File: config.mk
export PLATFORM = sky130hd
export DESIGN_NAME = game_state_ctrl
export DESIGN_NICKNAME = d
export VERILOG_FILES = /design/src/rtl/game_pkg.sv /design/src/rtl/sync_edge.sv /design/src/rtl/game_state_ctrl.sv
export SDC_FILE = /design/constraint.sdc
export NUM_CORES = 1
export LEC_CHECK = 0
export CAP_MARGIN = 10
export CELL_PAD_IN_SITES_DETAIL_PLACEMENT = 2
export CELL_PAD_IN_SITES_GLOBAL_PLACEMENT = 2
export CORE_MARGIN = 4
export CORE_UTILIZATION = 37
export CTS_CLUSTER_DIAMETER = 40
export DETAILED_ROUTE_END_ITERATION = 10
export GPL_TIMING_DRIVEN = 0
export HOLD_SLACK_MARGIN = 0.12
export PLACE_DENSITY_LB_ADDON = 0.1
export SYNTH_ARGS = -nofsm -noshare
export SYNTH_HDL_FRONTEND = slang
export SYNTH_SLANG_ARGS = --single-unit
File: constraint.sdc
create_clock -name i_clk -period 5.92 [get_ports i_clk]
set_input_delay 1.48 -clock i_clk [delete_from_list [all_inputs] [get_ports i_clk]]
set_output_delay 1.48 -clock i_clk [all_outputs]
set_load 0.1 [all_outputs]
File: src/rtl/game_pkg.sv
// Shared game types and constants: FSM encoding, datapath widths and sprite timing.
package game_pkg;

  localparam int unsigned SCORE_W = 16;
  localparam int unsigned FRAME_W = 12;
  localparam int unsigned LIVES_W = 2;
  localparam int unsigned OVL_W   = 8;
  localparam int unsigned INV_W   = 12;

  // Screen and sprite geometry consumed by the sprite layer.
  localparam int unsigned GAME_H_ACTIVE = 640;
  localparam int unsigned GAME_V_ACTIVE = 480;
  localparam int unsigned GAME_SPRITE_W = 32;
  localparam int unsigned GAME_SPRITE_H = 32;

  typedef enum logic [2:0] {
    ST_IDLE     = 3'd0,
    ST_PLAY     = 3'd1,
    ST_HIT      = 3'd2,
    ST_DEAD     = 3'd3,
    ST_FINISHED = 3'd4
  } game_state_e;

endpackage

File: src/rtl/sync_edge.sv
// Two-flop synchronizer followed by a registered rising-edge detector.
module sync_edge (
  input  logic i_clk,
  input  logic i_rst_n,
  input  logic i_async,
  output logic o_rise
);

  logic r_meta;
  logic r_sync;
  logic r_prev;
  logic r_rise;

  always_ff @(posedge i_clk or negedge i_rst_n) begin
    if (!i_rst_n) begin
      r_meta <= 1'b0;
      r_sync <= 1'b0;
      r_prev <= 1'b0;
      r_rise <= 1'b0;
    end else begin
      r_meta <= i_async;
      r_sync <= r_meta;
      r_prev <= r_sync;
      r_rise <= r_sync & ~r_prev;
    end
  end

  assign o_rise = r_rise;

endmodule

File: src/rtl/game_state_ctrl.sv
// Per-frame collision, lives, score and run-time controller driving sprite status flags.
module game_state_ctrl
  import game_pkg::*;
#(
  parameter int unsigned LIVES          = 3,
  parameter int unsigned COLLIDE_THRESH = 16,
  parameter int unsigned INVULN_FRAMES  = 120,
  parameter int unsigned FINISH_FRAMES  = 3600,
  parameter int unsigned CRUSH_POINTS   = 10
) (
  input  logic               i_clk,
  input  logic               i_rst_n,
  input  logic               i_v_sync,
  input  logic               i_start,
  input  logic               i_penguin_hit,
  input  logic               i_obstacle_hit_left,
  input  logic               i_obstacle_hit_right,
  input  logic               i_crushed_left,
  input  logic               i_crushed_right,
  output logic               o_is_dead,
  output logic               o_is_finished,
  output logic               o_invuln,
  output logic [LIVES_W-1:0] o_lives,
  output logic [SCORE_W-1:0] o_score,
  output logic [FRAME_W-1:0] o_frames_left,
  output logic [2:0]         o_state
);

  localparam int unsigned SUM_W = SCORE_W + 1;

  game_state_e        r_state;
  logic [LIVES_W-1:0] r_lives;
  logic [SCORE_W-1:0] r_score;
  logic [FRAME_W-1:0] r_frames_left;
  logic [OVL_W-1:0]   r_ovl_cnt;
  logic [INV_W-1:0]   r_inv_cnt;
  logic               r_is_dead;
  logic               r_is_finished;
  logic               r_invuln;

  game_state_e        w_state_nxt;
  logic [LIVES_W-1:0] w_lives_nxt;
  logic [SCORE_W-1:0] w_score_nxt;
  logic [FRAME_W-1:0] w_frames_nxt;
  logic [OVL_W-1:0]   w_ovl_nxt;
  logic [INV_W-1:0]   w_inv_nxt;
  logic               w_frame;
  logic               w_crush_l;
  logic               w_crush_r;
  logic               w_active;
  logic               w_overlap;
  logic               w_collide;
  logic               w_fatal;
  logic [1:0]         w_crush_n;
  logic [SUM_W-1:0]   w_score_sum;

  sync_edge u_sync_vsync (
    .i_clk   (i_clk),
    .i_rst_n (i_rst_n),
    .i_async (i_v_sync),
    .o_rise  (w_frame)
  );

  sync_edge u_sync_crush_l (
    .i_clk   (i_clk),
    .i_rst_n (i_rst_n),
    .i_async (i_crushed_left),
    .o_rise  (w_crush_l)
  );

  sync_edge u_sync_crush_r (
    .i_clk   (i_clk),
    .i_rst_n (i_rst_n),
    .i_async (i_crushed_right),
    .o_rise  (w_crush_r)
  );

  // Next-state and datapath decisions; a frame event closes the current frame.
  always_comb begin
    w_state_nxt  = r_state;
    w_lives_nxt  = r_lives;
    w_score_nxt  = r_score;
    w_frames_nxt = r_frames_left;
    w_ovl_nxt    = r_ovl_cnt;
    w_inv_nxt    = r_inv_cnt;

    w_active    = (r_state == ST_PLAY) || (r_state == ST_HIT);
    w_overlap   = i_penguin_hit & (i_obstacle_hit_left | i_obstacle_hit_right);
    w_collide   = (r_state == ST_PLAY) && (32'(r_ovl_cnt) >= COLLIDE_THRESH);
    w_fatal     = w_frame && w_collide && (r_lives <= LIVES_W'(1));
    w_crush_n   = {1'b0, w_crush_l} + {1'b0, w_crush_r};
    w_score_sum = SUM_W'(r_score) + SUM_W'(w_crush_n) * SUM_W'(CRUSH_POINTS);

    if (!w_active) begin
      if (i_start) begin
        w_state_nxt  = ST_PLAY;
        w_lives_nxt  = LIVES_W'(LIVES);
        w_score_nxt  = '0;
        w_frames_nxt = FRAME_W'(FINISH_FRAMES);
        w_ovl_nxt    = '0;
        w_inv_nxt    = '0;
      end
    end else begin
      if (w_overlap && (r_ovl_cnt != '1)) begin
        w_ovl_nxt = r_ovl_cnt + OVL_W'(1);
      end

      if (w_frame) begin
        // Overlap on the event cycle belongs to the frame that is starting.
        w_ovl_nxt    = w_overlap ? OVL_W'(1) : '0;
        w_frames_nxt = (r_frames_left == '0) ? '0 : r_frames_left - FRAME_W'(1);
        if (w_collide) begin
          if (r_lives <= LIVES_W'(1)) begin
            w_lives_nxt = '0;
            w_state_nxt = ST_DEAD;
          end else begin
            w_lives_nxt = r_lives - LIVES_W'(1);
            w_state_nxt = ST_HIT;
            w_inv_nxt   = INV_W'(INVULN_FRAMES);
          end
        end else if (r_state == ST_HIT) begin
          if (r_inv_cnt <= INV_W'(1)) begin
            w_inv_nxt   = '0;
            w_state_nxt = ST_PLAY;
          end else begin
            w_inv_nxt = r_inv_cnt - INV_W'(1);
          end
        end
        if (!w_fatal && (w_frames_nxt == '0)) begin
          w_state_nxt = ST_FINISHED;
        end
      end

      if (!w_fatal && (w_crush_n != 2'd0)) begin
        w_score_nxt = w_score_sum[SUM_W-1] ? '1 : w_score_sum[SCORE_W-1:0];
      end
    end
  end

  always_ff @(posedge i_clk or negedge i_rst_n) begin
    if (!i_rst_n) begin
      r_state       <= ST_IDLE;
      r_lives       <= LIVES_W'(LIVES);
      r_score       <= '0;
      r_frames_left <= FRAME_W'(FINISH_FRAMES);
      r_ovl_cnt     <= '0;
      r_inv_cnt     <= '0;
      r_is_dead     <= 1'b0;
      r_is_finished <= 1'b0;
      r_invuln      <= 1'b0;
    end else begin
      r_state       <= w_state_nxt;
      r_lives       <= w_lives_nxt;
      r_score       <= w_score_nxt;
      r_frames_left <= w_frames_nxt;
      r_ovl_cnt     <= w_ovl_nxt;
      r_inv_cnt     <= w_inv_nxt;
      r_is_dead     <= (w_state_nxt == ST_DEAD);
      r_is_finished <= (w_state_nxt == ST_FINISHED);
      r_invuln      <= (w_state_nxt == ST_HIT);
    end
  end

  assign o_is_dead     = r_is_dead;
  assign o_is_finished = r_is_finished;
  assign o_invuln      = r_invuln;
  assign o_lives       = r_lives;
  assign o_score       = r_score;
  assign o_frames_left = r_frames_left;
  assign o_state       = r_state;

endmodule
==> qor.yml <==
rsz0062_at_grt: "no"
fin_util: 0.466
ctsRootBufferMaster: "clkbuf_8"
final.fill_count: 1112
hold_viol_final: 0
drt_iter0_drc: 101
layout.nets: 479
drt-total-wl_mm: 11.1
finalSetupTns_ns: 0
cts_tree: "yes"
vias_per_cell: 5.67
synth-seq-cells: 68
grt_antenna_before_repair: 0
outcome: "finished, final reports clean"
syn_to_final_growth_pct: 22.7
crit_start: "i_start"
dieWidth_um: 108
yosysTopAreaCellShare: 0.418
power_density_nw_per_um2: 443
ff2ff_setup_slack_ns: 2.92
ys_seq_area_frac: 0.461
core_area_um2: 9770
cts_inserted_buffers: 9
syn_nets: 423
grt_max_degree: 68
ios: 45
syn_inst: 402
synth_top_flop_cell: "dfrtp_1"
portBuffers: 44
synth.area.top_cells: "dfrtp_1 42%, o21ai_0 5.5%, dfstp_2 4.2%"
setup_violations: 0
ys_async_sr_fraction: 1.00
routedWlPerCell_um: 18.6
yosysUniqueCellTypes: 61
min_period_over_period: 0.613
gp_congestion: 0.807
worst_pin_slew_ns: 0.992
drc: 0
fp.dieH_um: 108
yosys.area.top_type: "dfrtp_1"
slew_headroom: 0.337
cts.path.max_buffers: 2
postCtsSetupBuffers: 0
grt_remaining_overflow: 0
clk_pin_slew_worst_paths_ns: 0.08
syn_avg_cell_area_um2: 9.23
cellLeakagePower_nw: 1.87
worst-setup-path-type: "in2reg"
syn_area_um2: 3710
grtUsageTotal: 0.205
crit_path_end_kind: "register"
holdBufCountCts: 0
worstPathArrival_ns: 3.88
fmax_mhz: 276
grt_pass1_wl_mm: 18.9
drive_above_1_share: 0.0886
holdCritStartpoint: "u_sync_crush_l.r_meta$_DFF_PN0_"
diodes: 0
dr_total_vias: 3381
maxSlewViolCount: 0
synth-edff-count: 0
power_mw: 2.02
initial_utilization: 0.380
yosysWarnings: 0
die-area_um2: 11700
cts.repair.resized: 0
fin_crit_ns: 3.63
row_count: 36
first_global_vias: 3711
drtAntennaViolNets: 0
regToRegStartpoint: "o_state[1]$_DFF_PN0_"
final_area_um2: 4550
start_kind: "input pin"
vdd_ir_drop_max_mv: 0.222
dpl_cell_area_um2: 4340
hold_path_class: "reg2reg"
required_ns: 6.17
drv_cap: 0
cts.sinks: 68
hpwl_mm: 7.99
htree_levels: 3
clock_latency_ns: 0.36
worstPathMaxFanout: 8
clock_skew_ns: 0.0101
drtPass1Iterations: 4
==> logic make-up (layout without fill, tap and decap cells) <==
logic type,after synthesis,count (layout),synth area share
AO/OA/AOI/OAI,115,115,0.204
XOR/XNOR,9,9,0.0212
adder cells (fa/ha/maj),12,12,0.0425
buffers and inverters,29,90,0.0304
flip-flops,68,68,0.461
multiplexers,3,3,0.00877
AND/OR/NAND/NOR,166,166,0.233
==> worst paths after layout <==
kind                                              endpoint  cells past startpoint
setup / recovery                  r_inv_cnt[8]$_DFFE_PN0P_                      6
hold / removal             u_sync_crush_l.r_sync$_DFF_PN0_                      0
setup reg to reg                  r_inv_cnt[8]$_DFFE_PN0P_                      7
hold reg to reg            u_sync_crush_l.r_sync$_DFF_PN0_                      0
max in group asynchronous           o_lives[0]$_DFFE_PN1P_                      2
min in group asynchronous     o_frames_left[5]$_DFFE_PN0P_                      1
==> final cells by class <==
cell class	instances	area, um2	share of cell area
Buffer	12	48.8	0.0107
Tap cell	133	166	0.0366
Inverter	17	63.8	0.0140
Sequential cell	68	1710	0.375
Clock inverter	6	72.6	0.0159
Timing Repair Buffer	45	465	0.102
Clock buffer	10	138	0.0302
Multi-Input combinational cell	305	1890	0.415
==> where the power goes <==
part           total (mW)  internal, mW  leakage (nW)  switching, mW
sequential          0.646         0.547         0.881         0.0990
combinational       0.960         0.278         0.885          0.681
clock               0.410         0.210         0.103          0.201
==> critical path, cell delays in order <==
cell and delay, ns:
clkdlybuf4s50_1 0.53, o21a_1 0.42, nor2_1 0.26, a31oi_1 0.43, nand3_1 0.41, o41ai_1 0.35
==> registers in the layout (all words and copies together) (netlist names), 2 cells and up <==
signal and flops:
o_score 16, o_frames_left 12, r_inv_cnt 12, r_ovl_cnt 8
o_state 3, o_lives 2
==> cell usage after synthesis (7+ instances only) <==
| cell type | instances |
|---|---|
| clkbuf_1 | 9 |
| ha_1 | 11 |
| a21oi_1 | 16 |
| o211ai_1 | 9 |
| dfrtp_1 | 62 |
| nand2_1 | 39 |
| o31ai_1 | 7 |
| nor2b_1 | 7 |
| nand2b_1 | 9 |
| nor3_1 | 14 |
| inv_1 | 17 |
| nor2_1 | 37 |
| nand3_1 | 25 |
| o21ai_0 | 41 |
| nor4_1 | 7 |
==> cell usage in the layout, fill, tap and decap left out, types with 9 or more instances in the layout <==
cell type / count
nand3_1: 25
inv_1: 17
dfrtp_1: 62
a21oi_1: 16
clkdlybuf4s50_1: 43
clkbuf_8: 10
ha_1: 11
nor2_1: 37
nor3_1: 14
o211ai_1: 9
clkbuf_1: 9
nand2_1: 39
nand2b_1: 9
o21ai_0: 41
==> metal layers <==
layer  wire [um]  GRT usage  up-vias
li1            -          -     1580
met1        4970      0.263     1741
met2        5600      0.351       47
met3         389     0.0436       13
met4         133     0.0523        0
met5           0          0        -
==> metrics by stage <==
stage	worst slack, ns	instances	hold WS, ns
after floorplan	2.95	402	0.331
final	2.29	596	0.354
after detailed placement	1.91	580	0.338
after CTS	2.28	596	0.357
after global placement	0.873	579	0.332
after global routing	2.02	596	0.360
(Power assumes the default switching activity.)
